**src/rtl/seg_anim_pkg.sv**
```systemverilog
// Shared constants and frame-index type for the snake animation control path and its decoder.
package seg_anim_pkg;

  localparam int FRAMES = 20;
  localparam int IDX_W  = 5;

  typedef logic [IDX_W-1:0] frame_idx_t;

  localparam int TICK_DIV_DEF = 5000000;
  localparam int DEB_CYC_DEF  = 1000000;
  localparam int LONG_CYC_DEF = 50000000;

  // Wrapping step through 0..FRAMES-1 in either direction.
  function automatic frame_idx_t next_frame(input frame_idx_t cur, input logic fwd);
    if (fwd)
      return (cur == frame_idx_t'(FRAMES - 1)) ? '0 : cur + frame_idx_t'(1);
    else
      return (cur == '0) ? frame_idx_t'(FRAMES - 1) : cur - frame_idx_t'(1);
  endfunction

endpackage

```
**src/rtl/seg_anim_ctrl_pb_debounce.sv**
```systemverilog
// Two-flop synchroniser and level debouncer for the active-low pushbutton,
// with one-cycle pulses on accepted falling (press) and rising (release) edges.
module pb_debounce
  import seg_anim_pkg::*;
#(
  parameter int DEB_CYC = DEB_CYC_DEF
) (
  input  logic clk,
  input  logic rst,
  input  logic pb_n,
  output logic level,
  output logic fall,
  output logic rise
);

  localparam int CNT_W = $clog2(DEB_CYC + 1);

  logic             sync1;
  logic             sync2;
  logic [CNT_W-1:0] deb_cnt;

  // The edge pulses are raised on the same edge that commits the new level,
  // so they are high for exactly the cycle after the level changes.
  always_ff @(posedge clk) begin
    if (rst) begin
      sync1   <= 1'b1;
      sync2   <= 1'b1;
      level   <= 1'b1;
      deb_cnt <= '0;
      fall    <= 1'b0;
      rise    <= 1'b0;
    end else begin
      sync1 <= pb_n;
      sync2 <= sync1;
      fall  <= 1'b0;
      rise  <= 1'b0;
      if (sync2 == level) begin
        deb_cnt <= '0;
      end else if (deb_cnt == CNT_W'(DEB_CYC - 1)) begin
        level   <= sync2;
        deb_cnt <= '0;
        fall    <= level;
        rise    <= ~level;
      end else begin
        deb_cnt <= deb_cnt + CNT_W'(1);
      end
    end
  end

endmodule

```
**src/rtl/seg_anim_ctrl.sv**
```systemverilog
// Control stage for the 4-digit snake animation: button handling, direction, step tick and frame index.
// Optional long-press pause/resume is enabled by defining SEG_ANIM_LONGPRESS_PAUSE_EN.
module seg_anim_ctrl
  import seg_anim_pkg::*;
#(
  parameter int TICK_DIV = TICK_DIV_DEF,
  parameter int DEB_CYC  = DEB_CYC_DEF,
  parameter int LONG_CYC = LONG_CYC_DEF
) (
  input  logic       clk,
  input  logic       rst,
  input  logic       pb_n,
  output logic       press,
  output logic       dir,
  output logic       step,
  output frame_idx_t frame,
  output logic       paused
);

  localparam int DIV_W = $clog2(TICK_DIV + 1);

  logic             db_level;
  logic             db_fall;
  logic             db_rise;
  logic [DIV_W-1:0] div_cnt;

  pb_debounce #(.DEB_CYC(DEB_CYC)) u_debounce (
    .clk   (clk),
    .rst   (rst),
    .pb_n  (pb_n),
    .level (db_level),
    .fall  (db_fall),
    .rise  (db_rise)
  );

`ifdef SEG_ANIM_LONGPRESS_PAUSE_EN
  localparam int HOLD_W = $clog2(LONG_CYC + 1);

  logic [HOLD_W-1:0] hold_cnt;
  logic              unused_fall;

  assign unused_fall = db_fall;

  // hold_cnt saturates at LONG_CYC once the pause has toggled, which also
  // marks the hold as long so its release does not count as a press.
  always_ff @(posedge clk) begin
    if (rst) begin
      hold_cnt <= '0;
      paused   <= 1'b0;
      press    <= 1'b0;
    end else begin
      press <= db_rise && (hold_cnt != HOLD_W'(LONG_CYC));
      if (db_level) begin
        hold_cnt <= '0;
      end else if (hold_cnt == HOLD_W'(LONG_CYC - 1)) begin
        hold_cnt <= HOLD_W'(LONG_CYC);
        paused   <= ~paused;
      end else if (hold_cnt != HOLD_W'(LONG_CYC)) begin
        hold_cnt <= hold_cnt + HOLD_W'(1);
      end
    end
  end
`else
  localparam int unused_long_cyc = LONG_CYC;

  logic unused_db;

  assign unused_db = db_level ^ db_rise;
  assign press     = db_fall;
  assign paused    = 1'b0;
`endif

  // Frame moves with the dir value from before any same-edge toggle.
  always_ff @(posedge clk) begin
    if (rst) begin
      div_cnt <= '0;
      step    <= 1'b0;
      frame   <= '0;
      dir     <= 1'b1;
    end else begin
      step <= 1'b0;
      if (!paused) begin
        if (div_cnt == DIV_W'(TICK_DIV - 1)) begin
          div_cnt <= '0;
          step    <= 1'b1;
        end else begin
          div_cnt <= div_cnt + DIV_W'(1);
        end
        if (step)
          frame <= next_frame(frame, dir);
      end
      if (press)
        dir <= ~dir;
    end
  end

endmodule

```
**config.mk**
```make
export PLATFORM = sky130hd
export DESIGN_NAME = seg_anim_ctrl
export DESIGN_NICKNAME = d
export VERILOG_FILES = /design/src/rtl/seg_anim_pkg.sv /design/src/rtl/seg_anim_ctrl_pb_debounce.sv /design/src/rtl/seg_anim_ctrl.sv
export SDC_FILE = /design/constraint.sdc
export NUM_CORES = 1
export LEC_CHECK = 0
export BUFFER_PORTS_ARGS = -buffer_cell sky130_fd_sc_hd__buf_2
export CORE_ASPECT_RATIO = 1.4
export CORE_UTILIZATION = 59
export CTS_CLUSTER_SIZE = 40
export DETAILED_ROUTE_END_ITERATION = 6
export PLACE_DENSITY = 0.8
export SETUP_SLACK_MARGIN = 0.05
export SLEW_MARGIN = 20
export SYNTH_ARGS = -nofsm -noshare
export SYNTH_HDL_FRONTEND = slang
export SYNTH_SLANG_ARGS = --single-unit
```
**constraint.sdc**
```tcl
create_clock -name clk -period 2.2 [get_ports clk]
set_input_delay 0.33 -clock clk [delete_from_list [all_inputs] [get_ports clk]]
set_output_delay 0.33 -clock clk [all_outputs]
set_load 0.02 [all_outputs]
```
## Word-level counts from Yosys, hierarchy flattened

Cells that the tools add are included.

| word-level totals | value |
|---|---|
| flip-flop bits (word level) | 54 |
| input port bits | 3 |

| operators by class | value |
|---|---|
| $add $sub $neg | 4 |
| equal/unequal tests | 4 |
| muxes and demuxes | 4 |
| bitwise gates (word level) | 3 |
| reduce and logical (&&, ||, !) cells | 5 |

Operators by type and width:

| operator | count |
|---|---|
| $add A23 B1 Y23 const B | 1 |
| $eq A23 B23 Y1 const B | 1 |
| $add A20 B1 Y20 const B | 1 |
| $eq A20 B20 Y1 const B | 1 |
| $mux W5 | 3 |
| $reduce_or A3 Y1 | 2 |
| $add A5 B1 Y5 const B | 1 |
| $eq A5 B5 Y1 const B | 1 |
| $logic_not A5 Y1 | 1 |
| $sub A5 B1 Y5 const B | 1 |
| $not A1 Y1 | 3 |
| $reduce_and A2 Y1 | 1 |
| $reduce_or A2 Y1 | 1 |
| $eq A1 B1 Y1 | 1 |
| $mux W1 | 1 |

## Longest topological paths before layout

Gate-level depths: netlist of the first run.

| depth | value |
|---|---|
| depth in word-level cells | 3 |
| mapped depth | 7 |
| gate-level depth less buffers | 6 |

## Modules after synthesis

A second synthesis of the first run with hierarchy kept.

| second synthesis, totals | value |
|---|---|
| cells, all modules | 299 |
| area total of the unflattened synthesis | 2632.5 µm² |

By module, submodules not included:

| module | instances | cells an instance | area each (µm²) | sequential area each (µm²) |
|---|---|---|---|---|
| seg_anim_ctrl | 1 | 181 | 1521.5 | 600.6 |
| pb_debounce | 1 | 118 | 1111.1 | 500.5 |

## Worst setup path before layout of the first run

OpenSTA, ideal clock, no wires.

| path | value |
|---|---|
| path kind | register to register |
| start point | reg div_cnt[0] |
| end point | reg div_cnt[20] |
| library setup time | 0.071 ns |
| arrival | 1.968 ns |
| data required time | 2.129 ns |
| path slack | 0.161 ns |
| cell stages (with the launch flop) | 8 |
| buffers on the path | 2 |
| path through | dfxtp_1 ha_1 clkbuf_1 inv_1 or4_1 clkbuf_1 or4_1 a21oi_1 |

| on the way | value |
|---|---|
| longest elaborated chain between the ends | 2 |
| elaborated cells between the ends (all ways) | 3 |
| those cells by class | 1 x add/sub; 1 x eq/ne; 1 x reduce/logical |

Ends and longest elaborated chain:

| element | line | RTL |
|---|---|---|
| start, declared | seg_anim_ctrl.sv:25 | `logic [DIV_W-1:0] div_cnt;` |
| start signal, assigned | seg_anim_ctrl.sv:87 | `div_cnt <= div_cnt + DIV_W'(1);` |
| parallel branches: the longest is 2 deep, another holds $add A23 B1 Y23 | n/a |  |

Several ways; the timed one is not identified.
A chain may end at the register's enable or synchronous reset.

## Final worst setup path of the first run

| path | value |
|---|---|
| start point | reg div_cnt[3] |
| end point | reg div_cnt[19] |

The elaborated chain is that of the path after synthesis.

==> impl_metrics.toml, run 1 <==
[status]
status = "finished, final reports clean"

[grt]
track_usage_pct = 22.5
grt_pass1_vias = 1915
grt_pass1_wl_um = 8150
grt_max_degree = 24
grt-ovfl-total = 0
antenna_found_initial = 0

[cts]
cts_tree = "yes"
cts.clk_slew.worst_paths_ps = 90
clock_sinks = 54
clk_latency_ps = 300
clk_path_buf_depth = 2
numCtsBuffers = 5
cts_hold_buf = 0
post_cts_buffers = 0
htree_levels = 2
cts-root-buf = "clkbuf_8"

[detailed_routing]
post-route-drc-count = 0
routed_wl_um = 4730
dr.pass1.iters = 4
viasPerCell = 5.93
wl_met2_um = 2470
topRoutingLayerUsed = "met4"
post_drt_wl_per_cell_um = 13.4
dr_total_vias = 2087
ant_nets = 0
met1Wirelength_um = 2060
route.met3.wl_um = 89
drtIter0Drc = 156

[worst_setup_path]
crit_fanout = 9
critPathRequiredTime_ps = 2440
end_kind = "flop"
path_class = "reg2reg"
max_stage_delay_ps = 710
start_kind = "flop"
critPathTopFamily = "simple AND/OR/NAND/NOR gates"
crit_slowest_cell = "or4_1"
cp.arrival_ps = 2280
path_buf_inv = 0
cp_cell_sequence = "nand4_2 > or4_1 > or4_4 > a21oi_2"

[synth]
syn_area_sq_um = 2540
synth_top_area_cell = "dfxtp_1"
syn_avg_cell_area_sq_um = 8.57
synth_top_flop_cell = "dfxtp_1"
netlist_instances = 297
ys_types = 44
ys_ff_latch = 54
yosysSeqAreaShare_pct = 42.5
synthTopCellsByArea = "dfxtp_1 42%, nor2_1 5.0%, xor2_1 4.8%"
yosys_warnings = 0
synth_nets = 304
synthArstFlopShare_pct = 0
synth-edff-count = 0
yosys.area.top_type_share_pct = 42.5

[layout]
multi_input_area_sq_um = 1370
reg_top3 = "div_cnt x23, u_debounce.deb_cnt x20, frame x5"
seqCellArea_sq_um = 1080
largest_reg_flops = 23
finalNonFillerCells = 352
final_layout_size_suffix_gt1_share_pct = 13.3
regMostFlops = "div_cnt"
area_delta_synth_final_pct = 8.36
layout.nets = 315
fill_cells = 325
n_antenna_cell = 0

[power_and_ir_drop]
intPower_w = 0.00126
power.switching_w = 0.000347
max-vdd-ir-drop_v = 0.000390
seqPwrFrac_pct = 61.9
p_clk_share_pct = 34.9
p_per_area_nw_per_um2 = 583
switching_share_pct = 21.6
leakage_nw = 0.911
combPwrFrac_pct = 3.2

[min_path]
hold_class = "in2reg"

[placed_design]
gp_congestion = 0.899
dp_hpwl_um = 3310
dpl.cell_count = 344
numPortBuffers = 10

[sta]
hold_violations = 0
relSlewSlack_pct = 65.8
tightest_slew_ps = 505
fmax_ghz = 0.490
post-route-min-period_ps = 2040
drv_slew = 0
rsz0062_at_grt = "false"
tns_ps = 0
skew_ps = 8.78
setup_viol = 0
post-route-period-util_pct = 92.7

[floorplanning]
die_area_sq_um = 4580
initial_core_util_pct = 63.3
die_width_um = 57.5
fp-row-count = 27
die_h_um = 79.7
fp.coreArea_sq_um = 4020
io_pins = 12

[run]
drv_cap = 0
-- metrics by stage --
stage / power, W / hold WS [ps] / cell area, sq um / setup slack [ps] / utilization, %
global placement: 0.00107 / 399 / 2660 / 212 / 66.2
floorplan: 0.00105 / 389 / 2540 / 161 / -
detailed placement: 0.00107 / 397 / 2660 / 162 / 66.2
CTS: 0.00163 / 202 / 2750 / 151 / 68.5
global route: 0.00167 / 208 / 2760 / 68.8 / 68.6
finish: 0.00161 / 206 / 2760 / 160 / 68.6
-- cell usage after synthesis (2+ instances only) --
cell type,n
nor4b_1,3
and3_1,4
or2_2,2
or3_1,9
ha_1,4
o41ai_1,2
nand3_1,15
mux2i_1,3
nor4_1,4
inv_1,13
xnor2_1,12
or4b_2,5
nor3_1,3
o21ai_0,14
and2_1,4
a211o_1,2
buf_2,3
nand4_1,12
clkbuf_1,9
and4_1,2
nor2_1,34
nand2_1,18
a31oi_1,3
or4_1,8
xor2_1,14
nand2b_1,2
dfxtp_1,54
o31ai_1,6
a21oi_1,18
-- what timing repair did --
action | in CTS | in global routing
hold endpoints to repair | 0 | 0
setup endpoints to repair | 0 | 1
gates resized for setup | 0 | 1
-- final cells by class --
type	instances	share of cell area, %
clock buffers	7	3.13
clock inverters	1	0.181
inverters	13	1.77
multi-input cells	217	49.6
flip-flops and latches	54	39.2
well taps	43	1.95
repair buffers	17	4.17
-- power groups by stage --
stage	logic (W)	clock network (W)	registers, W
2_1_floorplan	0.0000373	0	0.00102
3_3_place_gp	0.0000507	0	0.00102
5_1_grt	0.0000568	0.000613	0.000997
6_report	0.0000515	0.000561	0.000995
4_1_cts	0.0000520	0.000578	0.000995
3_5_place_dp	0.0000517	0	0.00102
-- placed cells by master, fill, tap and decap left out, drive strengths merged, types with 5 or more instances in the layout --
| cell | netlist | layout |
|---|---|---|
| xor2 | 14 | 14 |
| nand2 | 18 | 18 |
| buf | 4 | 17 |
| nand3 | 16 | 16 |
| a21oi | 19 | 19 |
| or4 | 9 | 9 |
| xnor2 | 12 | 12 |
| or3 | 9 | 9 |
| o31ai | 6 | 6 |
| dfxtp | 54 | 54 |
| nand4 | 13 | 13 |
| nor2 | 34 | 34 |
| clkbuf | 9 | 7 |
| inv | 13 | 13 |
| o21ai | 14 | 14 |
| or4b | 5 | 5 |
-- cells by family after synthesis --
group	after synthesis	share of synthesized area [%]
mux	3	1.18
flops	54	42.5
fa+ha+maj	4	1.97
simple gates	133	29.3
other cells	1	0.147
buf+inv	26	4.13
xor+xnor	26	8.95
compound gates	50	11.9
-- layer usage --
metal	vias up	global-route usage [%]
met2	24	41.7
met4	0	9.51
met5	-	0
met1	976	24.3
li1	1078	-
met3	9	4.05
-- path summary, 6_finish.rpt --
path | start | endpoint | slack [ps] | depth (start not counted)
setup / recovery | div_cnt[3] | div_cnt[19] | 160 | 4
hold / removal | pb_n | u_debounce.sync1 | 210 | 2
setup reg to reg | div_cnt[3] | div_cnt[19] | 160 | 4
hold reg to reg | u_debounce.sync1 | u_debounce.sync2 | 410 | 1
(Power assumes the default switching activity.)
==> run 2, diff against run 1 <==
GPL_TIMING_DRIVEN = 1   (was not set)
SYNTH_HIERARCHICAL = 1   (was not set)
==> impl_metrics.toml, run 2 <==
[status]
status = "finished, final reports clean"

[worst_setup_path]
r2r-start = "div_cnt[2]"
start_kind = "flop"
reg2reg_to = "div_cnt[22]"
critPathRequiredTime_ps = 2450
end_kind = "flop"
crit_fanout = 12
path_class = "reg2reg"
cp.arrival_ps = 2180
r2r_setup_slack_ps = 270
r2r_cells = 4

[grt]
grt_pass1_wl_um = 7490
antenna_found_initial = 0
grt-ovfl-total = 0
track_usage_pct = 20.8
grt_max_degree = 20
grt_pass1_vias = 1765

[detailed_routing]
dr_total_vias = 2053
drtIter0Drc = 131
post-route-drc-count = 0
routed_wl_um = 4510
post_drt_wl_per_cell_um = 12.4
ant_nets = 0
dr.pass1.iters = 4
viasPerCell = 5.66

[floorplanning]
die_h_um = 80.6
die_width_um = 58.2
io_pins = 12
fp.coreArea_sq_um = 4240
die_area_sq_um = 4690
initial_core_util_pct = 61.5
fp-row-count = 28

[cts]
post_cts_buffers = 0
cts_hold_buf = 0
clk_latency_ps = 310
cts_tree = "yes"
clock_sinks = 54
numCtsBuffers = 5
cts-root-buf = "clkbuf_8"
cts.clk_slew.worst_paths_ps = 90
post_cts_resized = 0
htree_levels = 2
clk_path_buf_depth = 2

[synth]
netlist_instances = 297
syn_avg_cell_area_sq_um = 8.78
synth_nets = 304
syn_area_sq_um = 2610
yosys_warnings = 6

[layout]
final_layout_size_suffix_gt1_share_pct = 10.2
largest_reg_flops = 23
fill_cells = 350
seqCellArea_sq_um = 1080
regMostFlops = "div_cnt"
reg_top3 = "div_cnt x23, u_debounce/deb_cnt x20, frame x5"
layout_commonest_cell = "dfxtp_1"
area_delta_synth_final_pct = 6.14
multi_input_area_sq_um = 1400
layout.nets = 309
n_antenna_cell = 0
layout_common_cells = "54 x dfxtp_1, 32 x nor2_1, 17 x a21oi_1, 15 x nand2_1, 15 x xor2_1"

[sta]
tightest_slew_ps = 644
worst_slack_ps = 267
skew_ps = 7.62
post-route-period-util_pct = 87.8
hold_violations = 0
rsz0062_at_grt = "false"
setup_viol = 0
post-route-min-period_ps = 1930
relSlewSlack_pct = 56.5
drv_slew = 0
fmax_ghz = 0.517
tns_ps = 0

[power_and_ir_drop]
max-vdd-ir-drop_v = 0.000369
combPwrFrac_pct = 2.2
p_total_w = 0.00156
intPower_w = 0.00122
p_per_area_nw_per_um2 = 564
power.switching_w = 0.000341
p_clk_share_pct = 34.5
seqPwrFrac_pct = 63.3
leakage_nw = 0.926
switching_share_pct = 21.8

[min_path]
holdPathEnd = "u_debounce/sync1"
hold_depth = 2
hold_class = "in2reg"
min-delay-start = "pb_n"

[placed_design]
dp_hpwl_um = 3220
gp_congestion = 0.833
numPortBuffers = 10
pre_cts_ws_ps = 322

[run]
drv_cap = 0
==> run 2: cell count changes in the layout (fill, tap and decap cells not counted), moves of 3 or more <==
cell,previous run,this run
a31oi_1,3,0
and4_1,2,5
buf_4,6,3
nand2_1,18,15
nor3_1,3,6
o21ai_0,14,11
o21ai_1,0,5
o31ai_1,5,8
or4b_2,5,0
==> run 2: cell type report <==
class,instances,share of cell area (%)
Clock buffer,5,2.49
Clock inverter,3,0.769
Inverter,14,1.90
Multi-Input combinational cell,214,50.4
Sequential cell,54,39.1
Tap cell,60,2.71
Timing Repair Buffer,13,2.62
==> run 2: how the worst max path moves through the flow <==
stage | from | end | slack, ps | cells after the start
3_3_place_gp | div_cnt[2] | div_cnt[22] | 360 | 4
6_report | div_cnt[2] | div_cnt[22] | 270 | 4
2_1_floorplan | u_debounce/deb_cnt[0] | u_debounce/deb_cnt[16] | 500 | 5
5_1_grt | div_cnt[2] | div_cnt[22] | 140 | 4
4_1_cts | div_cnt[2] | div_cnt[22] | 290 | 4
3_5_place_dp | div_cnt[2] | div_cnt[22] | 320 | 4
==> run 2: power by group through the flow <==
stage | combinational [W] | clock (W) | sequential [W]
2_1_floorplan | 0.0000266 | 0 | 0.00101
3_3_place_gp | 0.0000336 | 0 | 0.00101
3_5_place_dp | 0.0000347 | 0 | 0.00101
4_1_cts | 0.0000347 | 0.000555 | 0.000988
5_1_grt | 0.0000392 | 0.000590 | 0.000990
6_report | 0.0000345 | 0.000538 | 0.000988
==> run 2: through the flow <==
stage          area (sq um)  util, %  cells  hold WS, ps
2_1_floorplan          2610        -    297          389
3_3_place_gp           2680     63.1    355          407
3_5_place_dp           2680     63.1    355          410
4_1_cts                2770     65.3    363          198
5_1_grt                2770     65.3    363          200
6_report               2770     65.3    363          206
==> run 2: layer usage <==
metal | up-vias | GRT usage (%) | part of all wire [%]
li1 | 1058 | - | -
met1 | 958 | 23.6 | 45
met2 | 29 | 36.8 | 51
met3 | 8 | 4.83 | 2.4
met4 | 0 | 8.57 | 1.8
met5 | - | 0 | 0
==> run 2: critical path, stage by stage (launching register included) <==
cell and delay [ps]:
dfxtp_1 410, and4_1 380, nand4_1 370, or4_1 570, a21oi_1 140
